**src/rtl/button_event_fsm.sv**
```systemverilog
// Classifies debounced button gestures as short press, long press or double click.
// Define BTN_DCLICK_EN to build the double-click path (GAP/PRESS2 states).
module button_event_fsm #(
  parameter int LONG_CYC   = 25000000,
  parameter int DCLICK_CYC = 15000000,
  parameter int CNT_W      = 25
) (
  input  logic       clk,
  input  logic       reset,
  input  logic       db_level,
  input  logic       db_tick,
  output logic       short_tick,
  output logic       long_tick,
  output logic       double_tick,
  output logic       held,
  output logic       busy,
  output logic [1:0] last_evt
);

  typedef enum logic [2:0] {
    IDLE   = 3'd0,
    PRESS1 = 3'd1,
    LONG   = 3'd2,
    GAP    = 3'd3,
    PRESS2 = 3'd4
  } state_t;

  localparam logic [CNT_W-1:0] LONG_LAST = CNT_W'(LONG_CYC - 1);

  state_t           state;
  logic [CNT_W-1:0] cnt;
  logic             lvl_d;
  logic             rel;

  // A release is seen in the first cycle the debounced level reads low.
  assign rel = lvl_d & ~db_level;

`ifdef BTN_DCLICK_EN
  localparam logic [CNT_W-1:0] DCLICK_LAST = CNT_W'(DCLICK_CYC - 1);
  logic dbl_q;
  assign double_tick = dbl_q;
`else
  logic unused_dclick;
  assign unused_dclick = (DCLICK_CYC != 0);
  assign double_tick   = 1'b0;
`endif

  always_ff @(posedge clk or posedge reset) begin
    if (reset) begin
      state      <= IDLE;
      cnt        <= '0;
      lvl_d      <= 1'b0;
      short_tick <= 1'b0;
      long_tick  <= 1'b0;
      held       <= 1'b0;
      busy       <= 1'b0;
      last_evt   <= 2'b00;
`ifdef BTN_DCLICK_EN
      dbl_q      <= 1'b0;
`endif
    end else begin
      lvl_d      <= db_level;
      short_tick <= 1'b0;
      long_tick  <= 1'b0;
`ifdef BTN_DCLICK_EN
      dbl_q      <= 1'b0;
`endif
      case (state)
        IDLE: begin
          if (db_tick) begin
            state <= PRESS1;
            cnt   <= '0;
            busy  <= 1'b1;
          end
        end

        // Release outranks the long threshold when both land in one cycle.
        PRESS1: begin
          if (rel) begin
`ifdef BTN_DCLICK_EN
            state <= GAP;
            cnt   <= '0;
`else
            state      <= IDLE;
            busy       <= 1'b0;
            short_tick <= 1'b1;
            last_evt   <= 2'b01;
`endif
          end else if (cnt == LONG_LAST) begin
            state     <= LONG;
            held      <= 1'b1;
            long_tick <= 1'b1;
            last_evt  <= 2'b10;
          end else begin
            cnt <= cnt + 1'b1;
          end
        end

        LONG: begin
          if (rel) begin
            state <= IDLE;
            held  <= 1'b0;
            busy  <= 1'b0;
          end
        end

`ifdef BTN_DCLICK_EN
        // A second press wins over the gap timeout in the same cycle.
        GAP: begin
          if (db_tick) begin
            state    <= PRESS2;
            dbl_q    <= 1'b1;
            last_evt <= 2'b11;
          end else if (cnt == DCLICK_LAST) begin
            state      <= IDLE;
            busy       <= 1'b0;
            short_tick <= 1'b1;
            last_evt   <= 2'b01;
          end else begin
            cnt <= cnt + 1'b1;
          end
        end

        PRESS2: begin
          if (rel) begin
            state <= IDLE;
            busy  <= 1'b0;
          end
        end
`endif

        default: begin
          state <= IDLE;
          cnt   <= '0;
          held  <= 1'b0;
          busy  <= 1'b0;
        end
      endcase
    end
  end

endmodule

```
**config.mk**
```make
export PLATFORM = sky130hd
export DESIGN_NAME = button_event_fsm
export DESIGN_NICKNAME = d
export VERILOG_FILES = /design/src/rtl/button_event_fsm.sv
export SDC_FILE = /design/constraint.sdc
export NUM_CORES = 1
export LEC_CHECK = 0
export ABC_AREA = 0
export CAP_MARGIN = 20
export CORE_MARGIN = 2
export CORE_UTILIZATION = 40
export DETAILED_ROUTE_END_ITERATION = 10
export DONT_BUFFER_PORTS = 1
export SYNTH_ARGS = -nofsm -noshare
export SYNTH_HDL_FRONTEND = slang
export SYNTH_SLANG_ARGS = --single-unit
```
**constraint.sdc**
```tcl
create_clock -name clk -period 2.6 [get_ports clk]
set_input_delay 0.39 -clock clk [delete_from_list [all_inputs] [get_ports clk]]
set_output_delay 0.39 -clock clk [all_outputs]
set_load 0.02 [all_outputs]
```
# Yosys cells after proc, flatten, opt, wreduce, memory -nomap -nowiden
# Index checks and enable logic that the tools add are counted.
totals:
  register_bits: 35
  memories: 0
  rom_bits: 0
  ram_bits: 0
  latch_bits: 0
  output_inout_bits: 7
  elab_cells: 53
  inputBits: 4
classes:
  n_eq_ne: 10
  n_addsub: 1
  n_reduce_logical: 8
  order_cmp: 0
  n_shift: 0
  mux: 22
  div: 0
  bitwise_logic: 4
  multipliers: 0
ops:
  columns: ["cell", "count"]
  rows:
  - ["25-bit 2-to-1 mux", 3]
  - ["25-bit case mux with 3 select lines", 1]
  - ["25-bit by 1-bit adder with 25-bit output (second input constant)", 1]
  - ["25-bit equality test (second input constant)", 1]
  - ["3-bit 2-to-1 mux", 4]
  - ["2-bit != test (second input constant)", 5]
  - ["1-bit 2-to-1 mux", 9]
  - ["3-bit case mux with 3 select lines", 1]
  - ["4-bit AND reduction", 2]
  - ["2-bit 2-to-1 mux", 2]
  - ["2-bit AND reduction", 2]
  - ["3-bit by 1-bit equality test with 1-bit output (second input constant)", 1]
  - ["3-bit by 2-bit equality test with 1-bit output (second input constant)", 1]
  - ["3-bit zero test", 1]
  - ["3-bit != test (second input constant)", 1]
  - ["1-bit NOT", 3]
  - ["1-bit case mux with 3 select lines", 1]
  - ["3-bit AND reduction", 1]
  - ["2-bit by 1-bit != test with 1-bit output (second input constant)", 1]
  - ["1-bit case mux with 2 select lines", 1]
  - ["2-bit nonzero test", 1]
  - ["2-bit OR reduction", 1]
  - ["1-bit AND", 1]

# Logic depth before layout (Yosys ltp)
# Gate-level depths: netlist of run 1.
depth:
  depth_word: 4
  mapped_depth: 10
  ltp_nobuf: 7

# Least setup slack after synthesis of run 1
# Ideal clock, no wire load.
synth_timing:
  path_kind: "reg-to-reg"
  startpoint: "reg cnt[0]"
  endpoint: "reg cnt[24]"
  stages_incl_launch_ff: 8
  path_slack_ns: 0.594
  n_path_buf: 1
  setup_ns: 0.126
  t_required_ns: 2.474
  arrival_time_ns: 1.880
  period_less_slack_ns: 2.006
  cell_sequence: "dfrtp_1 -> ha_1 -> and3_1 -> buf_2 -> nand4_4 -> or4_4 -> and4_4 -> a221o_1"
synth_via:
  elab_chain_len: 4
  word_cells_on_any_way: 7
  cone_classes: "add/sub (1); eq/ne (2); mux (3); reduce/logical (1)"
synth_lines:
  columns: ["element", "line", "source"]
  rows:
  - ["from (decl)", "31", "logic [CNT_W-1:0] cnt;"]
  - ["from (signal assigned)", "95", "cnt <= cnt + 1'b1;"]
  - ["25-bit by 1-bit adder with 25-bit output", "95", null]
  - ["25-bit 2-to-1 mux", "89", "end else if (cnt == LONG_LAST) begin"]
  - ["25-bit 2-to-1 mux", "79", "if (rel) begin"]
  - ["25-bit case mux with 3 select lines", "68", "case (state)"]
# Parallel ways exist; a longest one is shown, timed or not. The select of a mux whose other input is x is not followed.
# A chain may end at the register's enable or synchronous reset.

# Worst setup path in the final report of run 1
# Ends and elaborated chain as after synthesis.

==> flow_metrics.env, run 1 <==
export IMPL_clkSinkCount=34
export IMPL_start_util_pct=40.9
export IMPL_cp_data_required_time_ns=2.77
export IMPL_power_density_nw_per_um2=718
export IMPL_period_needed_ns=2.20
export IMPL_timing_hold_ws_ns=0.128
export IMPL_grt_pass1_vias=1722
export IMPL_outcome="finished, final reports clean"
export IMPL_rows=26
export IMPL_p_total_mw=1.64
export IMPL_core_sq_um=5010
export IMPL_power_frac_seq_pct=37.6
export IMPL_n_fill_cell=514
export IMPL_drt_total_wl_um=4450
export IMPL_regArea_sq_um=851
export IMPL_first_pass_iters=4
export IMPL_tns_ns=0
export IMPL_drv_cap=0
export IMPL_antenna_diode_count=0
export IMPL_route_detailed_drc=0
export IMPL_io_pins=11
export IMPL_syn_area_per_cell_sq_um=8.95
export IMPL_p_clk_share_pct=37.1
export IMPL_fp_dieW_um=75.6
export IMPL_synth_top_area_cell="dfrtp_1"
export IMPL_ys_seq_area_share_pct=41.5
export IMPL_ctsHoldBuffers=0
export IMPL_setup_viol=0
export IMPL_path_clk_slew_ns=0.07
export IMPL_synth_distinct_cells=46
export IMPL_synth_edf_count=0
export IMPL_io_buffers=0
export IMPL_max_stage_delay_ns=0.53
export IMPL_fin_crit_sh_pct=84.7
export IMPL_syn_to_final_growth_pct=11.2
export IMPL_multiInputGateArea_sq_um=1090
export IMPL_fmaxAchievable_ghz=0.454
export IMPL_cts_tree="yes"
export IMPL_intPower_mw=1.13
export IMPL_final_common_cell="dfrtp_1"
export IMPL_worstSetupPathType="flop to flop"
export IMPL_dpl_worst_slack_ns=0.417
export IMPL_grt_ovfl_total=0
export IMPL_clock_skew_final_ns=0.00785
export IMPL_synth_area_sq_um=2050
export IMPL_maxSlewViolCount=0
export IMPL_clockBufferDepth=2
export IMPL_synth_area_leaders="dfrtp_1 (42%), nand2_1 (4.6%), nor2_1 (4.0%)"
export IMPL_cp_end_kind="flop"
export IMPL_synth_flop_cell="dfrtp_1"
export IMPL_synth_async_reset_ratio_pct=100
export IMPL_synth_cells=229
export IMPL_final_cell_mix="dfrtp_1 (34), nand2_1 (25), nor2_1 (22)"
export IMPL_cp_cell_sequence="ha_1, and3_1, nand4_4, or4_4, and4_4, a221o_1"
export IMPL_setup_ws_ns=0.398
export IMPL_switching_share_pct=31.3
export IMPL_rsz0062_at_grt="no"
export IMPL_vdd_drop_max_uv=419
export IMPL_crit_slowest_cell="or4_4"
export IMPL_synth_top_area_share_pct=41.5
export IMPL_synth_nets=237
export IMPL_synth_warnings=0
export IMPL_avgRoutedWirePerCell_um=14.7
export IMPL_arrival_ns=2.37
export IMPL_relSlewSlack_pct=47.2
export IMPL_worstPathMaxFanout=9
export IMPL_grt_max_degree=22
export IMPL_cts_buffers=5
export IMPL_via_count=1706
export IMPL_final_layout_size_suffix_gt1_share_pct=13.4
export IMPL_clockRootBuffer="clkbuf_8"
export IMPL_hold_viol=0
export IMPL_p_switching_mw=0.512
export IMPL_fp_dieArea_sq_um=5710
export IMPL_clk_latency_ns=0.28
export IMPL_ant_nets=0
export IMPL_grt_pass1_wl_um=8180
export IMPL_start_kind="flop"
export IMPL_htree_levels=2
export IMPL_hpwl_um=3200
export IMPL_worst_slew_pin_slew_ns=0.791
export IMPL_vias_per_cell=5.65
export IMPL_gp_congestion=0.804
export IMPL_dieHeight_um=75.6
export IMPL_gr_usage_all_layers_pct=18.7
export IMPL_antenna_found_initial=0
export IMPL_cts_resized_gates=0
export IMPL_hp_class="input pin to flop"
export IMPL_post_cts_setup_buffers=0
export IMPL_nets=239
export IMPL_synth_seq_cells=34
export IMPL_p_leak_nw=1.00
export IMPL_p_comb_share_pct=25.3
export IMPL_drt_iter0_drc=85
==> routing by layer <==
layer	vias up	GRT usage, %	share of wire (%)
li1	851	-	-
met1	830	26.0	49
met2	23	29.6	47
met3	2	3.70	3.4
met4	0	5.65	0.65
met5	-	0	0
==> critical path, delay by kind of cell (launching register included) <==
kind,cells,cell delay (ns)
adders and majority gates,1,0.17
AOI/OAI and AO/OA,1,0.25
and+or+nand+nor,4,1.28
DFF,1,0.39
==> through the flow <==
| step | area (sq um) | util, % | std cells |
|---|---|---|---|
| floorplan | 2050 | - | 229 |
| global placement | 2140 | 42.7 | 294 |
| detailed placement | 2140 | 42.7 | 294 |
| CTS | 2280 | 45.5 | 302 |
| global route | 2280 | 45.5 | 302 |
| finish | 2280 | 45.5 | 302 |
==> final timing paths <==
kind                                from          to  slack (ns)  depth (start not counted)
worst min register to register   cnt[20]     cnt[20]        0.52                          1
min in group asynchronous          reset  short_tick        0.14                          1
worst max register to register    cnt[0]     cnt[24]        0.40                          6
worst min-delay path            db_level       lvl_d        0.13                          0
max in group asynchronous          reset     cnt[13]        1.84                          2
worst max-delay path              cnt[0]     cnt[24]        0.40                          6
==> registers in the layout, summed over array words and instances, names as in the netlist <==
register and flops:
cnt 25, last_evt 2, state 2, busy 1, held 1, long_tick 1, lvl_d 1, short_tick 1
==> area by class of cell <==
class                   instances  area share (%)
multi-input cells             172            48.0
repair buffers                 10            3.29
clock buffers                   6            3.62
inverters                       8            1.32
well taps                      70            3.84
flip-flops and latches         34            37.3
clock inverters                 2            2.63
==> synth_stat cells, types with 3 or more instances <==
library cell and n:
a31oi_1 13, mux2i_1 5, nand4_1 8, o21ai_0 15, clkbuf_1 7, nand3b_1 8, nand3_1 7, nand2_1 25
buf_2 6, ha_1 4, dfrtp_1 34, o211ai_1 4, a21oi_1 7, and3_1 3, nor2_1 22, and4_4 3
nand2b_1 3, inv_1 8, nor3_1 8, or4_1 3
==> cell families (layout without fill, tap and decap cells) <==
family          after synthesis  in the layout  share of synthesized area, %
compound gates               52             52                          16.3
other cells                   1              1                         0.183
mux                           7              7                          3.54
flops                        34             34                          41.5
buf+inv                      23             26                          5.13
fa+ha+maj                     4              4                          2.44
simple gates                108            108                          30.9
==> power by group through the flow <==
stage / combinational [mW] / clock (mW) / sequential (mW)
2_1_floorplan: 0.309 / 0 / 0.618
3_3_place_gp: 0.421 / 0 / 0.626
3_5_place_dp: 0.416 / 0 / 0.626
4_1_cts: 0.418 / 0.622 / 0.615
5_1_grt: 0.477 / 0.644 / 0.620
6_report: 0.414 / 0.608 / 0.615
Note: power is estimated with default switching activity, not from simulation.
==> run 2: changes to the inputs <==
==> constraint.sdc (replaced) <==
create_clock -name clk -period 1.9 [get_ports clk]
set_input_delay 0.285 -clock clk [delete_from_list [all_inputs] [get_ports clk]]
set_output_delay 0.285 -clock clk [all_outputs]
set_load 0.02 [all_outputs]
==> flow_metrics.env, run 2 (synthesized netlist as in run 1, its figures left out) <==
export IMPL_outcome="finished with violations"
export IMPL_violations="setup timing"
export IMPL_dieHeight_um=75.6
export IMPL_hold_depth=2
export IMPL_cpLargestDelayFamily="buffers and inverters"
export IMPL_antenna_found_initial=0
export IMPL_syn_to_final_growth_pct=27.5
export IMPL_fmaxAchievable_ghz=0.526
export IMPL_regMostFlops="cnt"
export IMPL_clockBufferDepth=2
export IMPL_p_clk_share_pct=25.8
export IMPL_hpwl_um=3730
export IMPL_crit_slowest_cell="dfrtp_1"
export IMPL_start_kind="flop"
export IMPL_clk_latency_ns=0.29
export IMPL_core_sq_um=5010
export IMPL_crit_path_frequent_cell="nand3b_1"
export IMPL_drv_cap=0
export IMPL_relSlewSlack_pct=62.5
export IMPL_clockRootBuffer="clkbuf_8"
export IMPL_final_layout_size_suffix_gt1_share_pct=30.7
export IMPL_rows=26
export IMPL_rsz0062_at_grt="yes"
export IMPL_drt_iter0_drc=82
export IMPL_worstPathMaxFanout=10
export IMPL_route_detailed_drc=0
export IMPL_timing_hold_ws_ns=0.165
export IMPL_avgRoutedWirePerCell_um=15.0
export IMPL_vias_per_cell=5.55
export IMPL_p_comb_share_pct=35.3
export IMPL_grt_pass1_wl_um=8550
export IMPL_start_util_pct=40.9
export IMPL_gp_congestion=0.839
export IMPL_nets=281
export IMPL_reg2reg_from="state[1]"
export IMPL_r2r_cells=9
export IMPL_regToRegSetupSlack_ns=-0.0008
export IMPL_via_count=1909
export IMPL_setup_viol=1
export IMPL_period_needed_ns=1.90
export IMPL_ant_nets=0
export IMPL_cp_num_buf_inv=3
export IMPL_fin_crit_sh_pct=100
export IMPL_clkSinkCount=34
export IMPL_hp_start="db_tick"
export IMPL_regToRegEndpoint="cnt[2]"
export IMPL_switching_share_pct=36.4
export IMPL_final_cell_mix="buf_4 (48), dfrtp_1 (33), nand2_1 (24)"
export IMPL_n_fill_cell=483
export IMPL_p_total_mw=2.14
export IMPL_largest_register_ffs=25
export IMPL_setup_ws_ns=-0.000775
export IMPL_power_density_nw_per_um2=818
export IMPL_max_stage_delay_ns=0.40
export IMPL_first_pass_iters=4
export IMPL_path_clk_slew_ns=0.08
export IMPL_reg_top3="cnt x25, last_evt x2, state x2"
export IMPL_cts_buffers=5
export IMPL_htree_levels=2
export IMPL_cp_cell_sequence="inv_1, ha_1, nand3b_1, nand3b_1, buf_4, buf_6, nor2_1, mux2_4, a22o_1"
export IMPL_fp_dieArea_sq_um=5710
export IMPL_antenna_diode_count=0
export IMPL_power_frac_seq_pct=39.0
export IMPL_worst_slew_pin_slew_ns=0.558
export IMPL_intPower_mw=1.36
export IMPL_p_leak_nw=1.19
export IMPL_io_pins=11
export IMPL_grt_ovfl_total=0
export IMPL_clock_skew_final_ns=0.00840
export IMPL_worstSetupPathType="flop to flop"
export IMPL_drt_total_wl_um=5150
export IMPL_grt_pass1_vias=1835
export IMPL_cts_tree="yes"
export IMPL_gr_usage_all_layers_pct=20.0
export IMPL_p_switching_mw=0.778
export IMPL_holdPathEnd="busy"
export IMPL_io_buffers=0
export IMPL_hold_viol=0
export IMPL_final_common_cell="buf_4"
export IMPL_cp_data_required_time_ns=2.08
export IMPL_fp_dieW_um=75.6
export IMPL_vdd_drop_max_uv=599
export IMPL_maxSlewViolCount=0
export IMPL_cp_end_kind="flop"
export IMPL_arrival_ns=2.08
export IMPL_grt_max_degree=35
export IMPL_crit_cells=9
export IMPL_hp_class="input pin to flop"
export IMPL_dpl_worst_slack_ns=-0.118
==> run 2: changes by cell type in the layout (fill, tap and decap cells not counted), sizes merged <==
cell | before | now
buf | 10 | 50
bufinv | 2 | 0
clkbuf | 6 | 5
clkinv | 0 | 2
clkinvlp | 0 | 2
dlygate4sd3 | 0 | 2
inv | 8 | 7
==> run 2: power by group through the flow <==
stage	combinational, mW	sequential [mW]	clock, mW
floorplan	0.435	0.846	0
global placement	0.654	0.844	0
detailed placement	0.663	0.845	0
CTS	0.666	0.832	0.562
global route	0.828	0.841	0.598
finish	0.753	0.832	0.551
==> run 2: worst max-delay path by stage <==
stage / endpoint / from
6_report: cnt[2] / state[1]
5_1_grt: cnt[2] / state[1]
4_1_cts: cnt[22] / cnt[9]
3_5_place_dp: cnt[6] / cnt[0]
3_3_place_gp: cnt[6] / cnt[1]
2_1_floorplan: cnt[24] / cnt[0]
==> run 2: final cells by class <==
cell class              count  area (sq um)  area share, %
well taps                  70          87.6           3.35
multi-input cells         172          1150           43.9
flip-flops and latches     34           852           32.6
clock buffers               5          68.8           2.63
repair buffers             52           403           15.4
inverters                   8          33.8           1.29
clock inverters             3          21.3          0.814
==> run 2: metal layers <==
layer / vias up / share of wire, % / wire, um / global-route usage [%]
li1: 932 / - / - / -
met1: 921 / 46 / 2370 / 25.9
met2: 47 / 48 / 2490 / 33.1
met3: 9 / 3.8 / 195 / 4.10
met4: 0 / 1.7 / 88 / 7.80
met5: - / 0 / 0 / 0
==> run 2: worst register-to-register path, stage by stage (launching register included) <==
cell	delay [ns]
dfrtp_1	0.40
inv_1	0.12
ha_1	0.21
nand3b_1	0.14
nand3b_1	0.14
buf_4	0.16
buf_6	0.14
nor2_1	0.05
mux2_4	0.25
a22o_1	0.20
==> run 2: what timing repair did <==
action / 4_1_cts / 5_1_grt
endpoints found under the hold margin: 34 / 1
resized for setup: 5 / 10
pin swaps: 0 / 10
endpoints found under the setup margin: 6 / 18
hold buffers: 1 / 1
buffers inserted: 0 / 5
==> run 2: per-stage QoR <==
step	area (sq um)	cells	TNS (ns)	util, %
2_1_floorplan	2070	229	-0.0219	-
3_3_place_gp	2420	329	-0.0158	48.2
3_5_place_dp	2420	329	-0.150	48.2
4_1_cts	2520	338	0	50.4
5_1_grt	2610	344	-1.20	52.1
6_report	2610	344	-0.000775	52.1
